<file path="config.mk">
export PLATFORM = sky130hd
export DESIGN_NAME = ahb_slave_mem
export DESIGN_NICKNAME = d
export VERILOG_FILES = /design/src/rtl/ahb_pkg.sv /design/src/rtl/ahb_slave_ram.sv /design/src/rtl/ahb_slave_mem.sv
export SDC_FILE = /design/constraint.sdc
export NUM_CORES = 2
export LEC_CHECK = 0
export CAP_MARGIN = 20
export CORE_MARGIN = 2
export CORE_UTILIZATION = 48
export CTS_BUF_LIST = sky130_fd_sc_hd__clkbuf_4
export CTS_CLUSTER_SIZE = 25
export DETAILED_ROUTE_END_ITERATION = 12
export GPL_ROUTABILITY_DRIVEN = 0
export GPL_TIMING_DRIVEN = 0
export SLEW_MARGIN = 25
export SYNTH_ARGS = -nofsm -noshare
export SYNTH_HDL_FRONTEND = slang
export SYNTH_SLANG_ARGS = --single-unit
</file>
<file path="constraint.sdc">
create_clock -name HCLK -period 4.7 [get_ports HCLK]
set_clock_uncertainty 0.15 [all_clocks]
set_input_delay 0.94 -clock HCLK [delete_from_list [all_inputs] [get_ports HCLK]]
set_output_delay 0.94 -clock HCLK [all_outputs]
set_load 0.005 [all_outputs]
</file>
<file path="src/rtl/ahb_pkg.sv">
// Shared AHB-Lite encodings, slave FSM state type and byte-lane mask helper
// for the ahb_slave_mem responder.
package ahb_pkg;

    localparam logic [1:0] HTRANS_IDLE   = 2'b00;
    localparam logic [1:0] HTRANS_BUSY   = 2'b01;
    localparam logic [1:0] HTRANS_NONSEQ = 2'b10;
    localparam logic [1:0] HTRANS_SEQ    = 2'b11;

    localparam logic HRESP_OKAY  = 1'b0;
    localparam logic HRESP_ERROR = 1'b1;

    localparam logic [2:0] HSIZE_BYTE = 3'd0;
    localparam logic [2:0] HSIZE_HALF = 3'd1;
    localparam logic [2:0] HSIZE_WORD = 3'd2;

    typedef enum logic [2:0] {
        ST_IDLE = 3'd0,
        ST_DATA = 3'd1,
        ST_WAIT = 3'd2,
        ST_ERR1 = 3'd3,
        ST_ERR2 = 3'd4
    } state_t;

    // Little-endian byte enables for a 32-bit word; unsupported sizes enable nothing.
    function automatic logic [3:0] lane_mask(input logic [2:0] hsize, input logic [1:0] addr_lo);
        logic [3:0] m;
        m = 4'b0000;
        case (hsize)
            HSIZE_BYTE: m = 4'b0001 << addr_lo;
            HSIZE_HALF: m = addr_lo[1] ? 4'b1100 : 4'b0011;
            HSIZE_WORD: m = 4'b1111;
            default:    m = 4'b0000;
        endcase
        return m;
    endfunction

endpackage

</file>
<file path="src/rtl/ahb_slave_ram.sv">
// Word memory behind the AHB slave: one byte-enabled write port, one registered
// read port, whole array and read register cleared asynchronously by HRESETn.
module ahb_slave_ram #(
    parameter int DATA_WIDTH = 32,
    parameter int MEM_DEPTH  = 64,
    parameter int IDX_WIDTH  = $clog2(MEM_DEPTH)
) (
    input  logic                    HCLK,
    input  logic                    HRESETn,
    input  logic                    we,
    input  logic [DATA_WIDTH/8-1:0] be,
    input  logic [IDX_WIDTH-1:0]    waddr,
    input  logic [DATA_WIDTH-1:0]   wdata,
    input  logic                    re,
    input  logic [IDX_WIDTH-1:0]    raddr,
    output logic [DATA_WIDTH-1:0]   rdata
);

    localparam int NLANES = DATA_WIDTH / 8;

    logic [DATA_WIDTH-1:0] mem [MEM_DEPTH];

    always_ff @(posedge HCLK or negedge HRESETn) begin
        if (!HRESETn) begin
            for (int i = 0; i < MEM_DEPTH; i++) begin
                mem[i] <= '0;
            end
        end else if (we) begin
            for (int b = 0; b < NLANES; b++) begin
                if (be[b]) begin
                    mem[waddr][8*b +: 8] <= wdata[8*b +: 8];
                end
            end
        end
    end

    // Read-before-write on a same-edge collision; the top merges the new lanes.
    always_ff @(posedge HCLK or negedge HRESETn) begin
        if (!HRESETn) begin
            rdata <= '0;
        end else if (re) begin
            rdata <= mem[raddr];
        end
    end

endmodule

</file>
<file path="src/rtl/ahb_slave_mem.sv">
// AHB-Lite single-transfer memory slave: HSEL decode, error check, FSM, forwarding.
// Optional wait states are built only when AHB_SLAVE_WAIT_EN is defined.
//
//  state | meaning
//  IDLE  | no data phase in progress, ready for an address phase
//  DATA  | data phase, hreadyout=1 OKAY; write lanes commit at the end of the cycle
//  WAIT  | wait states before DATA, hreadyout=0 while the counter runs down
//  ERR1  | first error cycle, hreadyout=0 hresp=ERROR
//  ERR2  | second error cycle, hreadyout=1 hresp=ERROR, may accept next transfer
module ahb_slave_mem
    import ahb_pkg::*;
#(
    parameter int ADDR_WIDTH  = 32,
    parameter int DATA_WIDTH  = 32,
    parameter int SLAVES_NUM  = 4,
    parameter int SLAVE_ID    = 0,
    parameter int MEM_DEPTH   = 64,
    parameter int WAIT_CYCLES = 2
) (
    input  logic                          HCLK,
    input  logic                          HRESETn,
    input  logic [$clog2(SLAVES_NUM)-1:0] HSEL,
    input  logic [ADDR_WIDTH-1:0]         HADDR,
    input  logic                          HWRITE,
    input  logic [2:0]                    HSIZE,
    input  logic [2:0]                    HBURST,
    input  logic [3:0]                    HPROT,
    input  logic [1:0]                    HTRANS,
    input  logic                          HREADY,
    input  logic [DATA_WIDTH-1:0]         HWDATA,
    output logic                          hreadyout,
    output logic                          hresp,
    output logic [DATA_WIDTH-1:0]         HRDATA
);

    localparam int SEL_W  = $clog2(SLAVES_NUM);
    localparam int IDX_W  = $clog2(MEM_DEPTH);
    localparam int NLANES = DATA_WIDTH / 8;

    localparam logic [SEL_W-1:0]      MY_ID     = SEL_W'(SLAVE_ID);
    localparam logic [ADDR_WIDTH-3:0] DEPTH_LIM = (ADDR_WIDTH-2)'(MEM_DEPTH);

`ifdef AHB_SLAVE_WAIT_EN
    localparam bit USE_WAIT = (WAIT_CYCLES > 0);
    localparam int CNT_W    = (WAIT_CYCLES > 1) ? $clog2(WAIT_CYCLES) : 1;
`else
    localparam bit USE_WAIT = 1'b0;
`endif

    state_t state, state_nx;

    logic [IDX_W-1:0]      a_idx;
    logic                  accept;
    logic                  bad;
    logic                  take;

    logic [IDX_W-1:0]      d_idx;
    logic                  d_write;
    logic [2:0]            d_size;
    logic [1:0]            d_lo;

    logic                  rd_load;
    logic [IDX_W-1:0]      rd_idx;
    logic                  fwd_hit;

    logic                  we;
    logic [NLANES-1:0]     be;
    logic [DATA_WIDTH-1:0] be_bits;
    logic [DATA_WIDTH-1:0] ram_q;
    logic [DATA_WIDTH-1:0] fwd_mask;
    logic [DATA_WIDTH-1:0] fwd_data;

    logic                  unused_ok;
    assign unused_ok = ^{HBURST, HPROT, HTRANS[0]};

    assign a_idx  = HADDR[2 +: IDX_W];
    assign accept = HREADY && (HSEL == MY_ID) && HTRANS[1];
    assign bad    = (HADDR[ADDR_WIDTH-1:2] >= DEPTH_LIM)
                 || (HSIZE > HSIZE_WORD)
                 || ((HSIZE == HSIZE_HALF) && HADDR[0])
                 || ((HSIZE == HSIZE_WORD) && (HADDR[1:0] != 2'b00));
    assign take   = accept && ((state == ST_IDLE) || (state == ST_DATA) || (state == ST_ERR2));

`ifdef AHB_SLAVE_WAIT_EN
    logic [CNT_W-1:0] wcnt;

    always_ff @(posedge HCLK or negedge HRESETn) begin
        if (!HRESETn) begin
            wcnt <= '0;
        end else if ((state != ST_WAIT) && (state_nx == ST_WAIT)) begin
            wcnt <= CNT_W'(WAIT_CYCLES - 1);
        end else if ((state == ST_WAIT) && (wcnt != '0)) begin
            wcnt <= wcnt - 1'b1;
        end
    end
`endif

    always_comb begin
        state_nx = state;
        rd_load  = 1'b0;
        rd_idx   = a_idx;
        fwd_hit  = 1'b0;
        case (state)
            ST_IDLE, ST_DATA, ST_ERR2: begin
                if (!take) begin
                    state_nx = ST_IDLE;
                end else if (bad) begin
                    state_nx = ST_ERR1;
                end else if (USE_WAIT) begin
                    state_nx = ST_WAIT;
                end else begin
                    state_nx = ST_DATA;
                    rd_load  = !HWRITE;
                    // Read landing on the word the current data phase is writing
                    fwd_hit  = !HWRITE && (state == ST_DATA) && d_write && (d_idx == a_idx);
                end
            end
`ifdef AHB_SLAVE_WAIT_EN
            ST_WAIT: begin
                if (wcnt == '0) begin
                    state_nx = ST_DATA;
                    rd_load  = !d_write;
                    rd_idx   = d_idx;
                end
            end
`endif
            ST_ERR1: state_nx = ST_ERR2;
            default: state_nx = ST_IDLE;
        endcase
    end

    always_ff @(posedge HCLK or negedge HRESETn) begin
        if (!HRESETn) begin
            state <= ST_IDLE;
        end else begin
            state <= state_nx;
        end
    end

    always_ff @(posedge HCLK or negedge HRESETn) begin
        if (!HRESETn) begin
            d_idx   <= '0;
            d_write <= 1'b0;
            d_size  <= HSIZE_BYTE;
            d_lo    <= 2'b00;
        end else if (take) begin
            d_idx   <= a_idx;
            d_write <= HWRITE;
            d_size  <= HSIZE;
            d_lo    <= HADDR[1:0];
        end
    end

    assign we = (state == ST_DATA) && d_write;
    assign be = lane_mask(d_size, d_lo);

    always_comb begin
        be_bits = '0;
        for (int b = 0; b < NLANES; b++) begin
            be_bits[8*b +: 8] = {8{be[b]}};
        end
    end

    always_ff @(posedge HCLK or negedge HRESETn) begin
        if (!HRESETn) begin
            fwd_mask <= '0;
            fwd_data <= '0;
        end else if (rd_load) begin
            fwd_mask <= fwd_hit ? be_bits : '0;
            fwd_data <= HWDATA;
        end
    end

    ahb_slave_ram #(
        .DATA_WIDTH (DATA_WIDTH),
        .MEM_DEPTH  (MEM_DEPTH),
        .IDX_WIDTH  (IDX_W)
    ) u_ram (
        .HCLK    (HCLK),
        .HRESETn (HRESETn),
        .we      (we),
        .be      (be),
        .waddr   (d_idx),
        .wdata   (HWDATA),
        .re      (rd_load),
        .raddr   (rd_idx),
        .rdata   (ram_q)
    );

    assign HRDATA    = (ram_q & ~fwd_mask) | (fwd_data & fwd_mask);
    assign hreadyout = !((state == ST_WAIT) || (state == ST_ERR1));
    assign hresp     = ((state == ST_ERR1) || (state == ST_ERR2)) ? HRESP_ERROR : HRESP_OKAY;

endmodule

</file>
-- Word level (Yosys, flattened, before mapping)
Cells that the tools add are included.
- equality and inequality tests: 9
- magnitude comparators: 5
- bitwise operators: 6
- divide/modulo/power cells: 0
- mux-type cells: 35
- reductions and logical operators: 24
- $add $sub $neg: 0
- multipliers: 0
- shifts and indexed selects: 1
- operators by type and width (kind ; count):
    2048-bit 2-to-1 mux ; 7
    2048-bit bitwise mux ; 4
    32-bit demux with 6-bit select ; 4
    32-bit binary-select mux with 6-bit select ; 1
    32-bit 2-to-1 mux ; 4
    32-bit AND ; 2
    32-bit inverter ; 1
    32-bit OR ; 1
    30-bit by 7-bit >= comparator with 1-bit output (second input constant) ; 1
    24-bit 2-to-1 mux ; 1
    16-bit 2-to-1 mux ; 1
    7-bit >= comparator (second input constant) ; 2
    6-bit inverter with 7-bit output ; 2
    3-bit by 2-bit equality test with 1-bit output (second input constant) ; 4
    4-bit one-hot mux with 3 select lines ; 1
    1-bit logical AND ; 10
    3-bit by 1-bit equality test with 1-bit output (second input constant) ; 3
    8-bit 2-to-1 mux ; 1
    1-bit logical OR ; 7
    7-bit by 1-bit < comparator with 1-bit output (second input constant) ; 1
    1-bit 2-to-1 mux ; 7
    6-bit equality test ; 1
    3-bit zero test ; 2
    3-bit one-hot mux with 2 select lines ; 1
    other kinds (9) ; 11
- latch bits: 0
- input bits: 82
- bits in read-only memories: 0
- word-level logic and storage cells: 152
- bits in writable memories: 0
- flip-flop bits (word level): 2159
- memories: 0
- output and inout bits: 34

-- Depth between registers and ports, before layout
- depth in word-level cells: 16
- gate-level depth with buffers: 10
- depth with buffers taken out: 5

-- Hierarchy
A second synthesis with hierarchy kept.
- cell total of the unflattened synthesis: 6579
- area, all modules: 97305.8 µm²
- by module, submodules not included (module ; times used ; seq. area each (µm²) ; area each (µm²) ; cells each):
    ahb_slave_ram ; 1 ; 52049.9 ; 94712.1 ; 6387
    ahb_slave_mem ; 1 ; 1276.2 ; 2593.7 ; 192

-- Worst setup path after synthesis
Ideal clock, no wire load.
- path kind: input port to flip-flop
- start: input port HADDR[2]
- end: register u_ram.rdata[17]
- path slack: 1.751 ns
- buffers on the path: 3
- library setup time: 0.126 ns
- stages on the path: 7
- data required time: 4.424 ns
- data arrival time: 2.673 ns
- cells stage by stage: buf_4 buf_6 buf_2 mux4_2 mux4_2 a2bb2oi_1 o31ai_1
- cells in the longest elaborated chain, start to end: 7
- elaborated cells between the ends (all ways): 11
- classes of those cells: order compare (1); mux (6); bitwise (1); reduce/logical (3)
- RTL lines (item ; RTL line ; RTL):
    start: declaration ; ahb_slave_mem.sv:23 ; input logic [ADDR_WIDTH-1:0] HADDR,
    30-bit by 7-bit >= comparator with 1-bit output ; ahb_slave_mem.sv:78 ; assign bad = (HADDR[ADDR_WIDTH-1:2] >= DEPTH_LIM)
    1-bit logical OR ; ahb_slave_mem.sv:79 ; || (HSIZE > HSIZE_WORD)
    1-bit logical OR ; ahb_slave_mem.sv:80 ; || ((HSIZE == HSIZE_HALF) && HADDR[0])
    1-bit logical OR ; ahb_slave_mem.sv:81 ; || ((HSIZE == HSIZE_WORD) && (HADDR[1:0] != 2'b00));
    1-bit 2-to-1 mux ; ahb_slave_mem.sv:107 ; end else if (bad) begin
    1-bit 2-to-1 mux ; ahb_slave_mem.sv:105 ; if (!take) begin
    1-bit 2-to-1 mux ; ahb_slave_mem.sv:103 ; case (state)
    end signal: assignment ; ahb_slave_ram.sv:42 ; rdata <= mem[raddr];
    end: declaration ; ahb_slave_ram.sv:16 ; output logic [DATA_WIDTH-1:0] rdata
Several ways; a longest one is shown, not always the timed one. The select of a mux whose other input is x is not followed.
A chain may end at the register's enable or synchronous reset.

-- Worst setup path in the final report
- start: input port HADDR[6]
- end: register u_ram.rdata[19]
Same word-level chain as after synthesis.

==> results.json <==
{
  "cts_tree": "done",
  "final_cell_mix": "dfrtp_1, mux2_2, clkbuf_4",
  "ioPinCount": 116,
  "status": "finished clean",
  "clk_latency_ns": 1.49,
  "final-setup-viol-count": 0,
  "drc": 0,
  "cts-root-buf": "clkbuf_4",
  "power_leakage_uw": 0.0519,
  "synth_top_family_by_area": "multiplexers",
  "relSlewSlack_pct": 17.6,
  "dr.pass1.iters": 10,
  "setup_slack_ns": 0.0725,
  "grt_use_total_pct": 34.6,
  "synth_area_leaders": "dfrtp_1, mux2_2, mux4_2",
  "grt_pass1_vias": 66770,
  "power_density_nw_per_um2": 360,
  "hpwlAfterDp_um": 249000,
  "synth_area_um2": 98500,
  "post-cts-setup-buffers": 0,
  "cp_max_fo": 10,
  "area_delta_synth_final_pct": 12.8,
  "design_area_um2": 111000,
  "path_class": "in2reg",
  "clock-sinks": 2131,
  "std_cell_rows": 166,
  "final_common_cell": "dfrtp_1",
  "syn-num-nets": 6633,
  "finalNetCount": 7370,
  "die_w_um": 457,
  "drive_gt1_share_pct": 49.7,
  "pre_cts_slack_ns": -0.997,
  "rsz0062_at_grt": "false",
  "port_buffers": 72,
  "cts_buffers": 604,
  "synth_compound_area_share_pct": 3.01,
  "peakVddDrop_uv": 312,
  "period_share_pct": 98.5,
  "startpoint_type": "primary input",
  "clock_path_buffers": 4,
  "cts.clk_slew.worst_paths_ns": 0.07,
  "ys_seq_area_share_pct": 54.2,
  "whs_ns": 0.0679,
  "grt_overflow": 0,
  "yosys_warnings": 0,
  "postLayoutCoreUtil_pct": 54.4,
  "async_flop_share_pct": 100,
  "synth-edff-count": 0,
  "yosys.area.top_type": "dfrtp_1",
  "grt_max_degree": 147,
  "grt_antenna_before_repair": 24,
  "grt_pass1_wl_um": 505000,
  "netlist_instances": 6551,
  "initial_core_util_pct": 48.2,
  "drv_slew": 0,
  "ys_types": 64,
  "drt_iter0_markers": 6387,
  "end_kind": "flip-flop",
  "layout_min_cycle_time_ns": 4.63,
  "hold_class": "in2reg",
  "worstPathRequired_ns": 5.91,
  "core_um2": 204000,
  "tightest_slew_ns": 1.24,
  "synth-xor-area-share_pct": 0.0534,
  "synthAdderAreaFrac_pct": 0,
  "ys_seq_elements": 2131,
  "wl_um": 362000,
  "vias": 65311,
  "fin_setup_tns_ns": 0,
  "avgRoutedWirePerCell_um": 34.7,
  "syn_avg_cell_area_um2": 15.0,
  "yosys.area.top_type_share_pct": 54.2,
  "maxCapViolCount": 0,
  "ant_nets": 0,
  "synthMuxAreaShare_pct": 36.3,
  "synth-main-ff-cell": "dfrtp_1",
  "post_cts_resized": 0,
  "htree_levels": 6,
  "fmax_mhz": 216,
  "avgViaCountPerCell": 6.27,
  "dpl_cell_area_um2": 103000,
  "finalHoldViolCount": 0,
  "die_h_um": 457,
  "crit_arrival_ns": 5.83,
  "yosys.area_share.simple_pct": 4.11,
  "die_area_um2": 209000
}
## where the power goes
part | internal [uW] | switching (uW)
registers | 18800 | 262
clock network | 9110 | 8130
logic | 1180 | 2450
## repair_timing
item                                    CTS  global route
hold buffers                             41             0
endpoints found under the setup margin    1             0
endpoints found under the hold margin   934             0
## metal layers
layer  wire length, um  track usage (%)  vias to the layer above
li1                  -                -                    26183
met1            151000             47.1                    35175
met2            160000             50.8                     3063
met3             29800             9.20                      870
met4             20600             18.1                       20
met5               318           0.0918                        -
## state kept, by name (all words and copies together), names as in the netlist
signal and count:
d_write 1, state 3, d_idx 6, fwd_mask 4
u_ram.rdata 32, fwd_data 32, u_ram.mem 2048, d_size 3
d_lo 2
## synthesized netlist by cell type, types with 41 or more instances
master and n:
dfrtp_1 2131, mux2_2 2101, mux4_2 378, mux2i_1 327
clkbuf_1 310, nand2_1 204, nor2_1 112, buf_2 111
nor2_2 104, a22oi_1 88, nand3_1 81, o31ai_1 65
o22ai_1 43, buf_4 41
## final cells by class
class                      count  area [um^2]
fill                       17326        93100
sequential                  2131        53300
multi-input combinational   3913        42900
clock buffer                 922         6920
tap                         2688         3360
buffer                       500         2310
timing repair buffer         132         1670
clock inverter                85          463
antenna                       32         80.1
inverter                       6         22.5
## worst paths after layout
| kind | from | end | slack (ns) | depth (start not counted) |
|---|---|---|---|---|
| max | HADDR[6] | u_ram.rdata[19] | 0.07 | 8 |
| min | HWDATA[20] | u_ram.mem[1652] | 0.07 | 2 |
| max reg2reg | d_idx[5] | u_ram.mem[605] | 0.46 | 5 |
| min reg2reg | u_ram.rdata[22] | u_ram.rdata[22] | 0.33 | 2 |
| max in group asynchronous | HRESETn | u_ram.mem[227] | 1.57 | 6 |
| min in group asynchronous | HRESETn | u_ram.mem[1808] | 0.10 | 3 |
## critical path, cell delays in order
cell and delay [ns]:
clkdlybuf4s50_1 1.06, clkbuf_1 0.87, inv_1 0.65, nor2_1 1.04, buf_2 0.61, nand3_1 0.24, o211a_1 0.19, o31ai_1 0.19
## cell families after synthesis
logic type,after synthesis
multiplexers,2836
AND/OR/NAND/NOR,695
AO/OA/AOI/OAI,376
flip-flops,2131
buffers and inverters,507
XOR/XNOR,6
## per-stage QoR
step                total power [uW]  cells
global placement               22800   9311
CTS                            40100  10377
floorplan                      21100   6551
finish                         40000  10409
detailed placement             22900   9330
global route                   41400  10387
No activity file was read; power rests on OpenSTA's default activity.
